## src/rtl/pwr_cntr_pkg.sv

```systemverilog
// Shared types and constants for the transition-counter dump logic.
package pwr_cntr_pkg;

  typedef enum logic [2:0] {
    IDLE,
    ADDR,
    CAPT,
    SEND,
    CLR,
    NEXT,
    DONE
  } state_t;

  localparam int DATA_W_DEF = 32;
  localparam int DIR_W_DEF  = 2;

  localparam logic LE_READ  = 1'b1;
  localparam logic LE_WRITE = 1'b0;

endpackage

```

## src/rtl/pwr_cntr_dump.sv

```systemverilog
// Walks the transition-counter memory, streams every count over valid/ready,
// optionally clears each counter after reading it, and accumulates the grand total.
module pwr_cntr_dump
  import pwr_cntr_pkg::*;
#(
  parameter int NUM_CNTR = 3,
  parameter int DIR_W    = DIR_W_DEF,
  parameter int DATA_W   = DATA_W_DEF,
  parameter int SETTLE   = 1
) (
  input  logic                    clk,
  input  logic                    reset_L,
  input  logic                    start,
  input  logic                    clr_en,
  output logic                    busy,
  output logic                    done,
  output logic [DIR_W-1:0]        dir,
  output logic                    le,
  input  logic [DATA_W-1:0]       dato_i,
  output logic [DATA_W-1:0]       dato_o,
  output logic                    out_valid,
  input  logic                    out_ready,
  output logic [DIR_W-1:0]        out_idx,
  output logic [DATA_W-1:0]       out_data,
  output logic [DATA_W+DIR_W-1:0] total
);

  localparam int ACC_W = DATA_W + DIR_W;
  localparam int SET_W = (SETTLE > 1) ? $clog2(SETTLE) : 1;
  localparam logic [DIR_W-1:0] LAST_IDX    = DIR_W'(NUM_CNTR - 1);
  localparam logic [SET_W-1:0] SETTLE_LAST = SET_W'(SETTLE - 1);

  state_t            state;
  logic [DIR_W-1:0]  idx;
  logic [SET_W-1:0]  settle_cnt;
  logic              clr_lat;

  // Clearing only ever writes zero; the write strobe is le.
  assign dato_o = '0;

  always_ff @(posedge clk) begin
    if (!reset_L) begin
      state      <= IDLE;
      busy       <= 1'b0;
      done       <= 1'b0;
      dir        <= '0;
      le         <= LE_READ;
      out_valid  <= 1'b0;
      out_idx    <= '0;
      out_data   <= '0;
      total      <= '0;
      idx        <= '0;
      settle_cnt <= '0;
      clr_lat    <= 1'b0;
    end else begin
      case (state)
        IDLE: begin
          if (start) begin
            clr_lat    <= clr_en;
            idx        <= '0;
            dir        <= '0;
            total      <= '0;
            busy       <= 1'b1;
            settle_cnt <= '0;
            state      <= ADDR;
          end
        end
        ADDR: begin
          if (settle_cnt == SETTLE_LAST) begin
            state <= CAPT;
          end else begin
            settle_cnt <= settle_cnt + 1'b1;
          end
        end
        CAPT: begin
          out_data  <= dato_i;
          out_idx   <= idx;
          total     <= total + ACC_W'(dato_i);
          out_valid <= 1'b1;
          state     <= SEND;
        end
        SEND: begin
          if (out_ready) begin
            out_valid <= 1'b0;
            if (clr_lat) begin
              le    <= LE_WRITE;
              state <= CLR;
            end else begin
              state <= NEXT;
            end
          end
        end
        CLR: begin
          le    <= LE_READ;
          state <= NEXT;
        end
        // Compare before incrementing so idx never wraps at 2^DIR_W counters.
        NEXT: begin
          if (idx == LAST_IDX) begin
            done  <= 1'b1;
            state <= DONE;
          end else begin
            idx        <= idx + 1'b1;
            dir        <= idx + 1'b1;
            settle_cnt <= '0;
            state      <= ADDR;
          end
        end
        DONE: begin
          done  <= 1'b0;
          busy  <= 1'b0;
          state <= IDLE;
        end
        default: state <= IDLE;
      endcase
    end
  end

endmodule

```

## config.mk

```make
export PLATFORM = sky130hd
export DESIGN_NAME = pwr_cntr_dump
export DESIGN_NICKNAME = d
export VERILOG_FILES = /design/src/rtl/pwr_cntr_pkg.sv /design/src/rtl/pwr_cntr_dump.sv
export SDC_FILE = /design/constraint.sdc
export NUM_CORES = 1
export LEC_CHECK = 0
export BUFFER_PORTS_ARGS = -buffer_cell sky130_fd_sc_hd__buf_4
export CORE_UTILIZATION = 56
export CTS_BUF_LIST = sky130_fd_sc_hd__clkbuf_8
export DETAILED_ROUTE_END_ITERATION = 6
export PLACE_DENSITY = 0.83
export SYNTH_ARGS = -nofsm -noshare
export SYNTH_HDL_FRONTEND = slang
export SYNTH_SLANG_ARGS = --single-unit
```

## constraint.sdc

```tcl
create_clock -name clk -period 5.8 [get_ports clk]
set_input_delay 0.29 -clock clk [delete_from_list [all_inputs] [get_ports clk]]
set_output_delay 0.29 -clock clk [all_outputs]
set_load 0.005 [all_outputs]
```

# After elaboration in Yosys (flattened, before gate mapping)
# Index checks and enable logic that the tools add are counted.
# W data, S select, Z words.
[op_classes]
n_addsub = 3
shift = 0
mux = 24
n_lt_le_gt_ge = 0
n_mul = 0
n_reduce_logical = 17
bitwise = 0
div_mod_pow = 0
n_eq_ne = 13
[op_table]
columns = ["operator", "n"]
rows = [
  ["$pmux W34 S2", 1],
  ["$add A34 B32 Y34", 1],
  ["$mux W34", 1],
  ["$pmux W3 S6", 1],
  ["$mux W3", 4],
  ["$ne A2 B2 Y1 const B", 6],
  ["$reduce_and A3 Y1", 4],
  ["$reduce_bool A2 Y1", 6],
  ["$reduce_and A2 Y1", 5],
  ["$eq A3 B3 Y1 const B", 3],
  ["$mux W1", 9],
  ["$pmux W1 S2", 4],
  ["$eq A3 B2 Y1 const B", 2],
  ["$mux W2", 2],
  ["$pmux W2 S2", 1],
  ["$eq A3 B1 Y1 const B", 1],
  ["$logic_not A3 Y1", 1],
  ["$pmux W1 S3", 1],
  ["$reduce_bool A3 Y1", 1],
  ["$add A2 B1 Y2 const B", 1],
  ["$eq A2 B2 Y1 const B", 1],
  ["$add A1 B1 Y1 const B", 1],
]
[totals]
mem_bits_rw = 0
mem_count = 0
in_bits = 37
latch_bits = 0
rom_bits = 0
ff_bits = 79

# Depth between registers and ports, before layout
# Gate-level depths: netlist of run 1.
[logic_depth]
ltp_word = 3
mapped_depth = 10
ltp_nobuf = 10

# Worst setup path before layout of run 1
# OpenSTA, ideal clock, no wires.
[synth_timing]
path_type = "register to register"
startpoint = "register total[0]"
endpoint = "register total[32]"
synth_period_minus_slack_ps = 2402
slack_ps = 3398
setup_ps = 122
path_stages_with_launch = 11
path_buffers = 0
arrival_time_ps = 2279
path_cell_list = "dfxtp_1 -> ha_1 -> inv_1 -> fa_1 -> nor2b_1 -> o31a_1 -> o31a_1 -> o21ai_1 -> a2111oi_0 -> nor3_1 -> a311o_1"
[synth_between]
elab_chain_cells = 2
[synth_lines]
columns = ["element", "line_no", "text"]
rows = [
  ["from (decl)", "pwr_cntr_dump.sv:25", "output logic [DATA_W+DIR_W-1:0] total"],
  ["from (signal assigned)", "pwr_cntr_dump.sv:78", "total <= total + ACC_W'(dato_i);"],
  ["$add A34 B32 Y34", "pwr_cntr_dump.sv:78", ""],
  ["$pmux W34 S2", "pwr_cntr_dump.sv:56", "case (state)"],
]
# No other way between the ends.
# A chain may end at the register's enable or synchronous reset.

# Worst setup path in the final report of run 1
# Ends and elaborated chain as after synthesis.

==> results.md, run 1 <==
* Status: completed
* Syn. warnings at 0
* Final setup TNS at 0 ps
* Sink Count at 78
* Mapped Cells at 675
* Data arrival, critical path at 2860 ps
* Worst EP required at 6060 ps
* Setup WS post-layout at 3190 ps
* Endpoints failing hold at 0
* Power share of the combinational group at 31.9%
* WHS Endpoint: out_data[25]
* Top cells by area, synth: dfxtp_1 30%, nand2_1 9.5%, ha_1 7.9%, a21boi_0 5.4%, buf_4 4.6%
* Synth Flop Type: dfxtp_1
* Total of max-cap violations at 0
* Final #Nets at 829
* Tcrit/Tclk final at 44.9%
* I/O pins at 143
* Final min period at 2610 ps
* Total track usage at 29.2%
* Largest family of logic cells by synthesized area: compound AO/OA/AOI/OAI gates
* EDFF count, synth at 0
* Post_cts resized at 0
* Global-route wire length before repair at 23100 um
* Starting Density at 59.0%
* Most common cell after layout, fill and taps aside: nand2_1
* Sw Pwr at 568 uW
* VDD IR-drop max at 0.136 mV
* Vias/cell at 5.82
* FF-to-FF End: total[32]
* Leakage at 2.69 nW
* Clk_skew at 14.1 ps
* Share of the synthesized area in the top cell type at 29.8%
* Synthesized flop and latch total at 78
* Simple-Gate Fraction of Synth Area at 21.2%
* Num CTS Buffers at 9
* Number of diodes at 0
* Root buf cell: clkbuf_8
* Post-Syn Area at 5240 um^2
* Antenna-violating nets left at 0
* Slew @ Worst Pin at 947 ps
* Largest net degree at the start of global routing at 62
* DR top layer: met4
* CTS max path bufs at 2
* Int Pwr at 1.01 mW
* Area Overhead vs Synth at 16.7%
* Final non-filler cell area at 6120 um^2
* Synth Area in Adders at 8.26%
* Hold buffers post-CTS at 0
* Met1 wire length at 6210 um
* Die footprint at 9750 um^2
* Achievable frequency at 0.384 GHz
* Drt total wl at 13800 um
* XOR/XNOR Fraction of Synth Area at 2.34%
* Port bufs at 110
* Row count at 34
* Slew HR at 36.7%
* CP Max Fanout at 4
* DP Area at 5910 um^2
* Routed vias at 5071
* # fillers at 764
* Met2 wire length at 6570 um
* Asr flop ratio synth at 0%
* Cell taking the most area after synthesis: dfxtp_1
* Placeable Area at 8890 um^2
* Critical hold path startpoint: dato_i[25]
* DIE HEIGHT at 98.7 um
* Clock power frac at 28.2%
* Net Sw Frac at 36.0%
* WS Path Type: reg2reg
* Hold Path Class: in2reg
* Routability cong. at 0.890
* Most frequent cells in the layout: 133 x nand2_1, 113 x buf_4, 78 x dfxtp_1
* Post-DP HPWL at 10100 um
* Place WS at 3170 ps
* Crit start category: flip-flop
* Netlist cell types at 68
* Power, Total at 1.58 mW
* Sequential-to-total area share from yosys stat at 29.8%
* Clock latency on the worst-skew pair at 370 ps
* Layout cell share with drive strength beyond 1 at 18.2%
* Pwr dens at 258 nW/um^2
* CTS tree: yes
* Synthesized area per cell at 7.76 um^2
* Initial antenna violation count at 0
* Post-synthesis mux area share at 0.597%
* DRC Markers at 0
* Compound-cell area share of the yosys netlist at 28.4%
* Remaining Overflow, GRT at 0
* Slew Viols, Final at 0
* CTS clock-pin slew for the worst setup and hold paths at 90 ps
* Unrepaired setup endpoints after global routing: false
* Worst R2R Setup Slack at 3190 ps
* H-tree levels at 3
* Post-CTS Setup Repair Bufs at 0
* FF-to-FF path depth at 10
* Setup Viol. Count Final at 0
* Flop pwr share at 39.9%
* Met3 Wirelength at 817 um
* Worst r2r src: total[0]
* Min-Delay Path Depth at 3
* Number of global-route vias before repair at 4916
* Post-DR wirelength/cell at 15.9 um
* 1st-pass router iterations at 5
* Initial drt markers at 233
* Die Width at 98.7 um
* CP Capture Type: flip-flop
## synthesized netlist by cell type, types with 5 or more instances
master / n
a21o_1: 12
a211oi_1: 6
a21boi_0: 38
xnor2_1: 10
a31oi_1: 5
nor2b_1: 11
a22oi_1: 5
clkbuf_1: 27
nor2_1: 28
a211o_1: 5
or3_1: 5
dfxtp_1: 78
o211ai_1: 8
nand3_1: 16
nor3_1: 13
buf_2: 8
o21ai_0: 23
inv_1: 15
a21oi_1: 41
nand2_1: 133
and3_1: 5
buf_4: 32
o21bai_1: 6
o21a_1: 12
nand4_1: 12
o21ai_1: 15
and2_1: 9
ha_1: 33
## cell type report
type                    instances  area (um^2)  share of cell area (%)
inverters                      16         60.1                   0.982
multi-input cells             540         3310                    54.0
repair buffers                113          848                    13.9
clock buffers                  10          138                    2.25
clock inverters                 6         68.8                    1.12
well taps                     108          135                    2.21
flip-flops and latches         78         1560                    25.5
## power by group through the flow
| stage | Clock [mW] | Combinational, mW | Sequential (mW) |
|---|---|---|---|
| 2_1_floorplan | 0 | 0.346 | 0.631 |
| 3_3_place_gp | 0 | 0.485 | 0.638 |
| 3_5_place_dp | 0 | 0.494 | 0.640 |
| 4_1_cts | 0.451 | 0.498 | 0.629 |
| 5_1_grt | 0.469 | 0.555 | 0.637 |
| 6_report | 0.444 | 0.503 | 0.629 |
## how the worst max path moves through the flow
| stage | startpoint | to | slack [ps] | cells after the start |
|---|---|---|---|---|
| 4_1_cts | total[0] | total[32] | 3170 | 10 |
| 2_1_floorplan | total[0] | total[32] | 3400 | 10 |
| 5_1_grt | state[1] | total[25] | 2910 | 6 |
| 3_5_place_dp | dato_i[0] | total[32] | 3170 | 11 |
| 3_3_place_gp | dato_i[0] | total[32] | 3230 | 11 |
| 6_report | total[0] | total[32] | 3190 | 10 |
## per-stage QoR
step | util, % | hold slack [ps] | std cells
floorplan | - | 435 | 706
global placement | 66.5 | 450 | 855
detailed placement | 66.5 | 458 | 855
CTS | 68.8 | 183 | 871
global route | 68.8 | 195 | 871
finish | 68.8 | 185 | 871
## sequential cells by signal, indices dropped and copies added (netlist names)
signal,flops
idx,2
busy,1
done,1
state,3
out_data,32
le,1
out_valid,1
total,34
out_idx,2
clr_lat,1
## layer usage
metal | global-route usage, % | vias to the layer above
met5 | 0 | -
met4 | 9.30 | 0
met3 | 5.04 | 23
met2 | 50.8 | 191
met1 | 36.7 | 2357
li1 | - | 2500
## critical path, cell delays in order, from the launching register on
cell and delay (ps):
dfxtp_1 370, ha_1 180, inv_1 50, fa_1 400
nor2b_1 160, o31a_1 210, o31a_1 150, o21ai_1 80
a2111oi_0 520, nor3_1 100, a311o_1 280
## cells by family (layout without fill, tap and decap cells)
logic type                 Yosys count  in the layout
and+or+nand+nor                    245            245
AOI/OAI and AO/OA                  212            212
buffers and inverters               88            145
DFF                                 78             78
adders and majority gates           34             34
xor gates and xnor gates            14             14
muxes                                3              3
other                                1             32
No activity file was read; power rests on OpenSTA's default activity.
==> run 2, diff against run 1 <==
Settings changed: CORE_UTILIZATION 56 to 50, PLACE_DENSITY 0.83 to 0.79.
Clock period 5.8 ns to 2.2 ns, I/O delays scaled along.
==> results.md, run 2 (synthesis results as in run 1) <==
* Starting Density at 51.2%
* Routed vias at 5516
* Setup Viol. Count Final at 14
* Port bufs at 110
* Post-DP HPWL at 11600 um
* Pwr dens at 611 nW/um^2
* Tcrit/Tclk final at 108%
* Worst EP required at 2470 ps
* Final #Nets at 921
* CTS max path bufs at 2
* Sink Count at 78
* Initial drt markers at 255
* Row count at 37
* CP Max Fanout at 4
* Most frequent cells in the layout: 201 x buf_4, 132 x nand2_1, 74 x dfxtp_1
* DIE HEIGHT at 104 um
* Die Width at 104 um
* Initial antenna violation count at 0
* DRC Markers at 0
* Hold Path Class: in2reg
* 1st-pass router iterations at 5
* Post-DR wirelength/cell at 15.7 um
* H-tree levels at 3
* Drt total wl at 15500 um
* Remaining Overflow, GRT at 0
* Critical path launch point: total[0]
* Num CTS Buffers at 9
* Failing checks: setup timing
* Setup WS post-layout at -166 ps
* Final non-filler cell area at 7090 um^2
* Global-route wire length before repair at 25100 um
* CP Capture Type: flip-flop
* Area Overhead vs Synth at 35.2%
* Number of global-route vias before repair at 5363
* CTS tree: yes
* Achievable frequency at 0.423 GHz
* Multi-input gate area at 3560 um^2
* Number of diodes at 0
* Most common cell after layout, fill and taps aside: buf_4
* Final setup TNS at -1280 ps
* Crit start category: flip-flop
* Slew Viols, Final at 0
* Critical hold path startpoint: dato_i[12]
* Max FFs per register at 34
* WS Path Type: reg2reg
* VDD IR-drop max at 0.317 mV
* Final min period at 2370 ps
* CTS clock-pin slew for the worst setup and hold paths at 90 ps
* Data arrival, critical path at 2630 ps
* Root buf cell: clkbuf_8
* I/O pins at 143
* DP Area at 6610 um^2
* Clock latency on the worst-skew pair at 370 ps
* Routability cong. at 0.893
* Antenna-violating nets left at 0
* Placeable Area at 10200 um^2
* FF/Latch Area at 1570 um^2
* Leakage at 3.15 nW
* Layout cell share with drive strength beyond 1 at 30.9%
* Biggest regs: total x34, out_data x32, state x3
* # fillers at 849
* Top reg by flops: total
* Endpoints failing hold at 0
* Total track usage at 28.5%
* Largest net degree at the start of global routing at 44
* Clk_skew at 9.73 ps
* Worst r2r src: total[0]
* Total of max-cap violations at 0
* Unrepaired setup endpoints after global routing: true
* Die footprint at 10900 um^2
* Place WS at -258 ps
* Vias/cell at 5.57
* Status: finished, violations left
-- run 2: cell count changes in the layout (fill, tap and decap cells not counted), sizes merged --
cell,previous run,this run
clkinvlp,1,3
buf,113,204
bufinv,1,0
clkinv,2,0
inv,18,19
dlygate4sd3,0,1
-- run 2: through the flow --
stage / hold slack (ps) / util (%) / power (mW) / instances
3_3_place_gp: 381 / 64.6 / 3.20 / 964
6_report: 2.97 / 69.3 / 4.33 / 991
2_1_floorplan: 255 / - / 2.59 / 706
3_5_place_dp: 388 / 64.6 / 3.25 / 964
4_1_cts: 0.0862 / 68.2 / 4.28 / 989
5_1_grt: 7.33 / 69.3 / 4.59 / 991
-- run 2: worst paths after layout --
check                           cells after the start  slack (ps)           end
worst min-delay path                                3           3  out_data[12]
worst max-delay path                               10        -170      total[8]
worst max register to register                     10        -170      total[8]
worst min register to register                      2         470  out_data[16]
-- run 2: layout make-up --
type	instances	area share, %
Multi-Input combinational cell	540	50.2
Sequential cell	78	22.1
Timing Repair Buffer	205	21.9
Tap cell	136	2.40
Clock buffer	10	1.94
Inverter	16	0.848
Clock inverter	6	0.547
-- run 2: metal layers --
layer  wire, um  GRT usage [%]  vias to the layer above
met2       7660           49.7                      198
li1           -              -                     2689
met4        281           9.18                        0
met1       6680           35.2                     2601
met5          0              0                        -
met3        890           5.26                       28
-- run 2: where the power goes --
group          internal (mW)  switching, mW  total (mW)  leakage, nW
sequential              1.54         0.0998        1.64        0.636
clock                  0.436          0.572        1.01       0.0875
combinational          0.782          0.899        1.68         2.42
-- run 2: repair_timing --
| action | CTS | global route |
|---|---|---|
| hold endpoints to repair | 1 | 0 |
| pin swaps | 17 | 17 |
| gates cloned | 0 | 0 |
| resized for setup | 20 | 19 |
| setup buffers | 8 | 3 |
| hold buffers | 1 | 0 |
| setup endpoints to repair | 17 | 22 |
-- run 2: critical path, cell delays in order (launching register included) --
cell	delay (ps)
dfxtp_2	340
ha_4	150
inv_2	60
fa_2	210
nor2b_2	50
o31a_1	340
o21a_1	220
o21a_1	180
o21a_1	170
or3_1	300
a32o_1	250
==> run 3, diff against run 2 <==
Settings changed: BUFFER_PORTS_ARGS -buffer_cell sky130_fd_sc_hd__buf_4 to not set, CORE_UTILIZATION 50 to 56, DONT_BUFFER_PORTS set to 1, PLACE_DENSITY 0.79 to 0.73.
==> results.md, run 3 (synthesis results as in run 1) <==
* Worst path bufs/invs at 1
* DRC Markers at 0
* Total track usage at 31.9%
* Int Pwr at 2.79 mW
* Min-Delay Path Depth at 2
* Unrepaired setup endpoints after global routing: true
* Pwr dens at 657 nW/um^2
* Vias/cell at 5.96
* Total of max-cap violations at 0
* Net Sw Frac at 36.8%
* WHS Endpoint: le
* Layout cell share with drive strength beyond 1 at 21.7%
* Num CTS Buffers at 9
* Slew @ Worst Pin at 520 ps
* Cell mode on critical path: o21a_1
* Most common cell after layout, fill and taps aside: nand2_1
* Biggest regs: total x34, out_data x32, state x3
* Sink Count at 78
* CP Max Fanout at 4
* Power share of the combinational group at 35.0%
* CP Capture Type: flip-flop
* Initial antenna violation count at 0
* VDD IR-drop max at 0.394 mV
* Tcrit/Tclk final at 109%
* Slew Viols, Final at 0
* FF-to-FF path depth at 10
* Routed vias at 5349
* WS Path Type: reg2reg
* Critical hold path startpoint: reset_L
* Endpoints failing hold at 0
* Worst R2R Setup Slack at -210 ps
* Port bufs at 0
* Flop pwr share at 37.5%
* CTS clock-pin slew for the worst setup and hold paths at 100 ps
* Worst r2r src: total[0]
* Placeable Area at 8890 um^2
* Status: finished, violations left
* Largest net degree at the start of global routing at 57
* Worst EP required at 2470 ps
* Setup WS post-layout at -206 ps
* Die Width at 98.7 um
* Critical-path top delay cell: o31a_1
* Clk_skew at 10.4 ps
* Post-DR wirelength/cell at 17.4 um
* Antenna-violating nets left at 0
* FF-to-FF End: total[8]
* Global-route wire length before repair at 25000 um
* Crit-path leading delay family: compound AO/OA/AOI/OAI gates
* H-tree levels at 3
* Number of global-route vias before repair at 5238
* Die footprint at 9750 um^2
* Root buf cell: clkbuf_8
* Max FFs per register at 34
* DIE HEIGHT at 98.7 um
* Area Overhead vs Synth at 28.0%
* Leakage at 2.81 nW
* Clock power frac at 27.5%
* Remaining Overflow, GRT at 0
* CTS max path bufs at 2
* Worst stage delay on the critical path at 360 ps
* Top reg by flops: total
* Achievable frequency at 0.416 GHz
* Hold Path Class: in2reg
* Cells along the critical path: ha_4 -> inv_2 -> fa_2 -> nor2b_2 -> o31a_1 -> o21a_1 -> o21a_1 -> o21a_1 -> or3_1 -> a32o_1
* Place WS at -224 ps
* Data arrival, critical path at 2670 ps
* Sw Pwr at 1.62 mW
* Failing checks: setup timing
* Number of diodes at 0
* Final min period at 2410 ps
* Drt total wl at 15600 um
* I/O pins at 143
* Row count at 34
* Power, Total at 4.41 mW
* Clock latency on the worst-skew pair at 370 ps
* CTS tree: yes
* Slew HR at 65.3%
* Final hold slack at 20.7 ps
* Starting Density at 59.0%
* Initial drt markers at 212
* Setup Viol. Count Final at 12
* Most frequent cells in the layout: 132 x nand2_1, 100 x buf_4, 75 x dfxtp_1
* DP Area at 5850 um^2
* Routability cong. at 0.933
* Final non-filler cell area at 6710 um^2
* Crit start category: flip-flop
* Final #Nets at 855
* Post-DP HPWL at 10900 um
* 1st-pass router iterations at 5
## run 3: power by group through the flow
stage / sequential (mW) / combinational [mW] / clock, mW
after floorplan: 1.67 / 0.923 / 0
after global placement: 1.67 / 1.33 / 0
after detailed placement: 1.68 / 1.36 / 0
after CTS: 1.65 / 1.45 / 1.23
after global routing: 1.67 / 1.70 / 1.27
final: 1.65 / 1.54 / 1.21
## run 3: worst max path at each step
| stage | cells after the start | from | endpoint |
|---|---|---|---|
| after floorplan | 10 | total[18] | total[25] |
| after global placement | 10 | total[0] | total[26] |
| after detailed placement | 10 | total[0] | total[26] |
| after CTS | 10 | total[0] | total[32] |
| after global routing | 11 | total[0] | total[30] |
| final | 10 | total[0] | total[8] |
## run 3: area by class of cell
class                           count  area [um^2]
Fill cell                         667         2180
Sequential cell                    78         1570
Clock inverter                      7         87.6
Inverter                           16         60.1
Timing Repair Buffer              139         1150
Clock buffer                        9          124
Tap cell                          108          135
Multi-Input combinational cell    540         3580
## run 3: worst register-to-register path, cell delays in order (launching register included)
cell and delay (ps):
dfxtp_2 350, ha_4 160, inv_2 50, fa_2 200, nor2b_2 50, o31a_1 360
o21a_1 220, o21a_1 190, o21a_1 180, or3_1 310, a32o_1 250
## run 3: what timing repair did
action / CTS / global route
hold buffers: 36 / 0
gates resized for setup: 14 / 26
setup endpoints to repair: 17 / 22
pin swaps: 21 / 12
buffers inserted: 5 / 4
hold endpoints to repair: 56 / 0
## run 3: through the flow
| stage | instances | TNS, ps | util (%) |
|---|---|---|---|
| 5_1_grt | 897 | -2460 | 75.5 |
| 6_report | 897 | -1280 | 75.5 |
| 3_5_place_dp | 839 | -2280 | 65.8 |
| 2_1_floorplan | 706 | -277 | - |
| 3_3_place_gp | 839 | -1440 | 65.8 |
| 4_1_cts | 894 | -1550 | 73.3 |
## run 3: routing by layer
metal | vias to the layer above | global-route usage (%) | wire (um)
li1 | 2558 | - | -
met2 | 237 | 55.4 | 7670
met5 | - | 0 | 0
met4 | 0 | 12.4 | 287
met1 | 2529 | 39.0 | 6540
met3 | 25 | 5.96 | 1100
